File: src/rtl/alu_sched_pkg.sv
// Shared definitions for the round-robin ALU scheduler: state encoding,
// default widths and requester ids.
package alu_sched_pkg;

  localparam int DEF_DATA_W = 6;
  localparam int DEF_FXN_W  = 3;

  localparam logic [1:0] IDLE_ENC = 2'd0;
  localparam logic [1:0] EXEC_ENC = 2'd1;
  localparam logic [1:0] DONE_ENC = 2'd2;

  typedef enum logic [1:0] {
    S_IDLE = IDLE_ENC,
    S_EXEC = EXEC_ENC,
    S_DONE = DONE_ENC
  } state_t;

  typedef logic req_id_t;

  localparam req_id_t REQ0_ID = 1'b0;
  localparam req_id_t REQ1_ID = 1'b1;

  function automatic req_id_t other_req(input req_id_t id);
    return ~id;
  endfunction

endpackage

File: src/rtl/rr_arb2.sv
// Two-way combinational round-robin grant; the pointer is held by the caller.
module rr_arb2
  import alu_sched_pkg::*;
(
  input  logic    i_valid0,
  input  logic    i_valid1,
  input  req_id_t i_ptr,
  output logic    o_gnt_valid,
  output req_id_t o_gnt_id
);

  always_comb begin
    o_gnt_valid = i_valid0 | i_valid1;
    o_gnt_id    = REQ0_ID;
    if (i_valid0 && i_valid1) begin
      o_gnt_id = i_ptr;
    end else if (i_valid1) begin
      o_gnt_id = REQ1_ID;
    end
  end

endmodule

File: src/rtl/alu_rr_scheduler.sv
// Shares one combinational ALU between two requesters: round-robin accept,
// hold operands for SETTLE cycles, then return the result with a strobe.
module alu_rr_scheduler
  import alu_sched_pkg::*;
#(
  parameter int DATA_W = DEF_DATA_W,
  parameter int FXN_W  = DEF_FXN_W,
  parameter int SETTLE = 1
) (
  input  logic              clk,
  input  logic              rst,
  input  logic              req0_valid,
  output logic              req0_ready,
  input  logic [DATA_W-1:0] req0_a,
  input  logic [DATA_W-1:0] req0_b,
  input  logic [FXN_W-1:0]  req0_fxn,
  input  logic              req1_valid,
  output logic              req1_ready,
  input  logic [DATA_W-1:0] req1_a,
  input  logic [DATA_W-1:0] req1_b,
  input  logic [FXN_W-1:0]  req1_fxn,
  output logic              rsp0_valid,
  output logic              rsp1_valid,
  output logic [DATA_W-1:0] rsp_x,
  output logic [DATA_W-1:0] alu_a,
  output logic [DATA_W-1:0] alu_b,
  output logic [FXN_W-1:0]  alu_fxn,
  input  logic [DATA_W-1:0] alu_x,
  output logic              busy
);

  if (SETTLE < 1) begin : g_settle_check
    $error("alu_rr_scheduler: SETTLE must be >= 1");
  end

  localparam int               CNT_W    = (SETTLE > 1) ? $clog2(SETTLE) : 1;
  localparam logic [CNT_W-1:0] CNT_LOAD = CNT_W'(SETTLE - 1);

  state_t            r_state;
  state_t            w_state_nxt;
  req_id_t           r_rr_ptr;
  req_id_t           r_owner;
  req_id_t           w_gnt_id;
  logic              w_gnt_valid;
  logic              w_accept;
  logic              w_cnt_zero;
  logic [CNT_W-1:0]  r_cnt;
  logic [DATA_W-1:0] r_alu_a;
  logic [DATA_W-1:0] r_alu_b;
  logic [FXN_W-1:0]  r_alu_fxn;
  logic [DATA_W-1:0] r_rsp_x;

  rr_arb2 u_arb (
    .i_valid0    (req0_valid),
    .i_valid1    (req1_valid),
    .i_ptr       (r_rr_ptr),
    .o_gnt_valid (w_gnt_valid),
    .o_gnt_id    (w_gnt_id)
  );

  assign w_cnt_zero = (r_cnt == '0);

  // NOTE: registers use non-blocking (<=) so every flop samples pre-edge values.
  always_ff @(posedge clk or posedge rst) begin
    if (rst) r_state <= S_IDLE;
    else     r_state <= w_state_nxt;
  end

  always_comb begin
    // NOTE: every output gets a default first, so no branch can infer a latch.
    w_state_nxt = r_state;
    w_accept    = 1'b0;
    req0_ready  = 1'b0;
    req1_ready  = 1'b0;
    rsp0_valid  = 1'b0;
    rsp1_valid  = 1'b0;
    busy        = 1'b0;
    case (r_state)
      S_IDLE: begin
        req0_ready = w_gnt_valid && (w_gnt_id == REQ0_ID);
        req1_ready = w_gnt_valid && (w_gnt_id == REQ1_ID);
        w_accept   = w_gnt_valid;
        if (w_gnt_valid) w_state_nxt = S_EXEC;
      end
      S_EXEC: begin
        busy = 1'b1;
        if (w_cnt_zero) w_state_nxt = S_DONE;
      end
      S_DONE: begin
        busy        = 1'b1;
        rsp0_valid  = (r_owner == REQ0_ID);
        rsp1_valid  = (r_owner == REQ1_ID);
        w_state_nxt = S_IDLE;
      end
      default: w_state_nxt = S_IDLE;
    endcase
  end

  // Operands are captured only on acceptance, so requester changes in flight are ignored.
  always_ff @(posedge clk or posedge rst) begin
    if (rst) begin
      r_alu_a   <= '0;
      r_alu_b   <= '0;
      r_alu_fxn <= '0;
      r_owner   <= REQ0_ID;
      r_cnt     <= '0;
      r_rsp_x   <= '0;
      r_rr_ptr  <= REQ0_ID;
    end else begin
      if (w_accept) begin
        r_alu_a   <= (w_gnt_id == REQ1_ID) ? req1_a   : req0_a;
        r_alu_b   <= (w_gnt_id == REQ1_ID) ? req1_b   : req0_b;
        r_alu_fxn <= (w_gnt_id == REQ1_ID) ? req1_fxn : req0_fxn;
        r_owner   <= w_gnt_id;
        r_cnt     <= CNT_LOAD;
      end
      if (r_state == S_EXEC) begin
        if (w_cnt_zero) r_rsp_x <= alu_x;
        else            r_cnt   <= r_cnt - CNT_W'(1);
      end
      // Pointer always moves past the owner, even if the other side is idle.
      if (r_state == S_DONE) r_rr_ptr <= other_req(r_owner);
    end
  end

  assign alu_a   = r_alu_a;
  assign alu_b   = r_alu_b;
  assign alu_fxn = r_alu_fxn;
  assign rsp_x   = r_rsp_x;

endmodule
File: config.mk
export PLATFORM = sky130hd
export DESIGN_NAME = alu_rr_scheduler
export DESIGN_NICKNAME = d
export VERILOG_FILES = /design/src/rtl/alu_sched_pkg.sv /design/src/rtl/rr_arb2.sv /design/src/rtl/alu_rr_scheduler.sv
export SDC_FILE = /design/constraint.sdc
export NUM_CORES = 1
export LEC_CHECK = 0
export BUFFER_PORTS_ARGS = -buffer_cell sky130_fd_sc_hd__buf_2
export CORE_ASPECT_RATIO = 1.75
export CORE_MARGIN = 5
export CORE_UTILIZATION = 40
export DETAILED_ROUTE_END_ITERATION = 10
export PLACE_DENSITY = 0.68
export SYNTH_ARGS = -nofsm -noshare
export SYNTH_HDL_FRONTEND = slang
export SYNTH_SLANG_ARGS = --single-unit
File: constraint.sdc
create_clock -name clk -period 3 [get_ports clk]
set_input_delay 0.45 -clock clk [delete_from_list [all_inputs] [get_ports clk]]
set_output_delay 0.45 -clock clk [all_outputs]
set_load 0.01 [all_outputs]
==> flow_summary.json <==
{
  "p_leak_nw": 0.7982,
  "clock_path_buffers": 2,
  "slowest_delay_ps": 340,
  "grtUsageTotal_pct": 15.21,
  "diodes": 0,
  "post_cts_buffers": 0,
  "synthDistinctLibCells": 25,
  "core-area_sq_um": 3176,
  "cp_max_fo": 20,
  "first_pass_iters": 4,
  "ir_drop_mv": 0.4949,
  "ctsHoldBuffers": 0,
  "gp_congestion": 0.7283,
  "synth_ff_type": "dfrtp_1",
  "drv_cap": 0,
  "antenna_found_initial": 0,
  "placed_area_sq_um": 1602,
  "drtAntennaViolNets": 0,
  "worst-r2r-cell-count": 5,
  "grt_pass1_wl_um": 5278,
  "cts_made_buffers": 3,
  "cts_tree": "done",
  "p_comb_share_pct": 48.5,
  "clk_latency_ps": 260,
  "arrival_ps": 1590,
  "crit_path_end_kind": "output pin",
  "path_cells": "buf_2 > inv_1 > nor3_1 > buf_2",
  "cts_num_sinks": 26,
  "die_width_um": 53.43,
  "yosysWarnings": 0,
  "drt_iter0_drc": 31,
  "die_h_um": 86.00,
  "area_delta_synth_final_pct": 25.50,
  "cp_num_cells": 4,
  "grt_setup_unrepaired": "false",
  "cts_resized": 0,
  "htree_num_levels": 1,
  "grt_max_degree": 27,
  "worstMarginPinSlew_ps": 959.5,
  "power_mw": 1.620,
  "report.final.slew_viol_count": 0,
  "row_count": 27,
  "fill_cells": 353,
  "hp-class": "in -> async",
  "final_area_sq_um": 1657,
  "postLayoutCoreUtil_pct": 52.17,
  "clk_pin_slew_ps": 80,
  "power_density_nw_per_um2": 977.6,
  "finalCriticalPeriod_ps": 2035,
  "tns_ps": 0,
  "hpwlAfterDp_um": 2652,
  "hold_viol_final": 0,
  "gr-total-overflow": 0,
  "die_area_sq_um": 4594,
  "ios": 66,
  "setup_viol": 0,
  "vias": 1197,
  "crit_family": "buffers and inverters",
  "syn-num-nets": 172,
  "fin_crit_sh_pct": 67.85,
  "p_sw_mw": 0.6369,
  "route.detailed.drc": 0,
  "nets": 232,
  "start_util_pct": 41.57,
  "routedWlPerCell_um": 14.92,
  "syn-cell-area_sq_um": 1320,
  "seq_power_share_pct": 37.9,
  "sw_frac_of_total_pct": 39.33,
  "synth.avg_cell_area_sq_um": 10.31,
  "grt_pass1_vias": 1242,
  "criticalPathCategory": "in -> out",
  "drive_gt1_share_pct": 43.32,
  "cts_root_buffer": "clkbuf_8",
  "status": "finished, final reports clean",
  "worst-path-buf-inv": 3,
  "cp_slowest_cell": "buf_2",
  "finalWirelength_um": 3431,
  "synthArstFlopShare_pct": 100.0,
  "synth_edf_count": 0,
  "port_buffers": 65,
  "syn_inst": 128,
  "clock_power_share_pct": 13.6,
  "p_int_mw": 0.9826,
  "critical_path.most_common_cell": "buf_2",
  "crit_required_ps": 2550,
  "ys_ff_latch": 26,
  "yosysSeqAreaShare_pct": 49.29,
  "finalClockSkew_ps": 2.968,
  "critPathLaunchType": "input pin",
  "vias_per_cell": 5.204,
  "fmax_ghz": 0.4913,
  "slew_headroom_pct": 35.96
}
[metal layers]
metal	up-vias	global-route usage, %	part of all wire [%]
li1	569	-	-
met1	559	16.19	37
met2	65	27.93	53
met3	4	2.609	8.7
met4	0	6.279	1.1
met5	-	0	0
[cells in the final DEF, fill, tap and decap left out, types with 2 or more instances in the layout]
cell type	count
buf_2	65
inv_1	5
ha_1	4
o21ai_1	5
dfrtp_1	26
nor2_1	17
clkbuf_8	4
a31oi_1	15
nor2b_1	2
a21oi_1	16
o21ai_0	10
mux2_2	7
[final timing paths]
path	start	slack, ps	to
max	req1_valid	960	req1_ready
max in group asynchronous	rst	2030	rsp_x[2]
min in group clk	alu_x[3]	410	rsp_x[3]
min reg2reg	rsp_x[5]	510	rsp_x[5]
max reg2reg	r_state[0]	1300	alu_b[4]
min	rst	390	r_cnt
[state kept, by name, indices dropped and copies added (netlist names)]
signal and flops:
alu_a 6, alu_b 6, rsp_x 6, alu_fxn 3
r_state 2, r_cnt 1, r_owner 1, r_rr_ptr 1
[area by class of cell]
type	instances	area, sq um	area share (%)
repair buffers	65	325.3	19.64
clock buffers	4	55.05	3.323
multi-input cells	87	553.0	33.38
well taps	43	53.80	3.248
inverters	5	18.77	1.133
flip-flops and latches	26	650.6	39.27
[power by group through the flow]
stage	logic (mW)	registers (mW)	clock network, mW
6_report	0.785	0.614	0.220
5_1_grt	0.863	0.643	0.242
4_1_cts	0.800	0.616	0.226
3_5_place_dp	0.798	0.621	0
3_3_place_gp	0.769	0.614	0
2_1_floorplan	0.500	0.682	0
[cell families (layout without fill, tap and decap cells)]
family,after synthesis,count (layout),share of synthesized area [%]
AOI/OAI and AO/OA,51,51,22.84
DFF,26,26,49.29
and+or+nand+nor,25,25,9.289
buffers and inverters,15,74,8.814
muxes,7,7,5.972
adders and majority gates,4,4,3.792
[metrics by stage]
stage,setup slack (ps),cells,hold WS [ps]
6_report,964.5,230,394.7
5_1_grt,852.3,230,401.6
4_1_cts,974.4,230,411.4
3_5_place_dp,980.9,226,489.9
3_3_place_gp,1034,226,483.2
2_1_floorplan,1423,128,464.9
[cells in the mapped netlist, types with 2 or more instances]
cell | count | area share [%]
dfrtp_1 | 26 | 49
nor2_1 | 17 | 4.8
a21oi_1 | 16 | 6.1
a31oi_1 | 15 | 7.1
o21ai_0 | 10 | 3.8
mux2_2 | 7 | 6.0
buf_6 | 6 | 5.1
inv_1 | 5 | 1.4
o21ai_1 | 5 | 1.9
ha_1 | 4 | 3.8
buf_2 | 2 | 0.76
nor2b_1 | 2 | 0.95
Note: power is estimated with default switching activity, not from simulation.
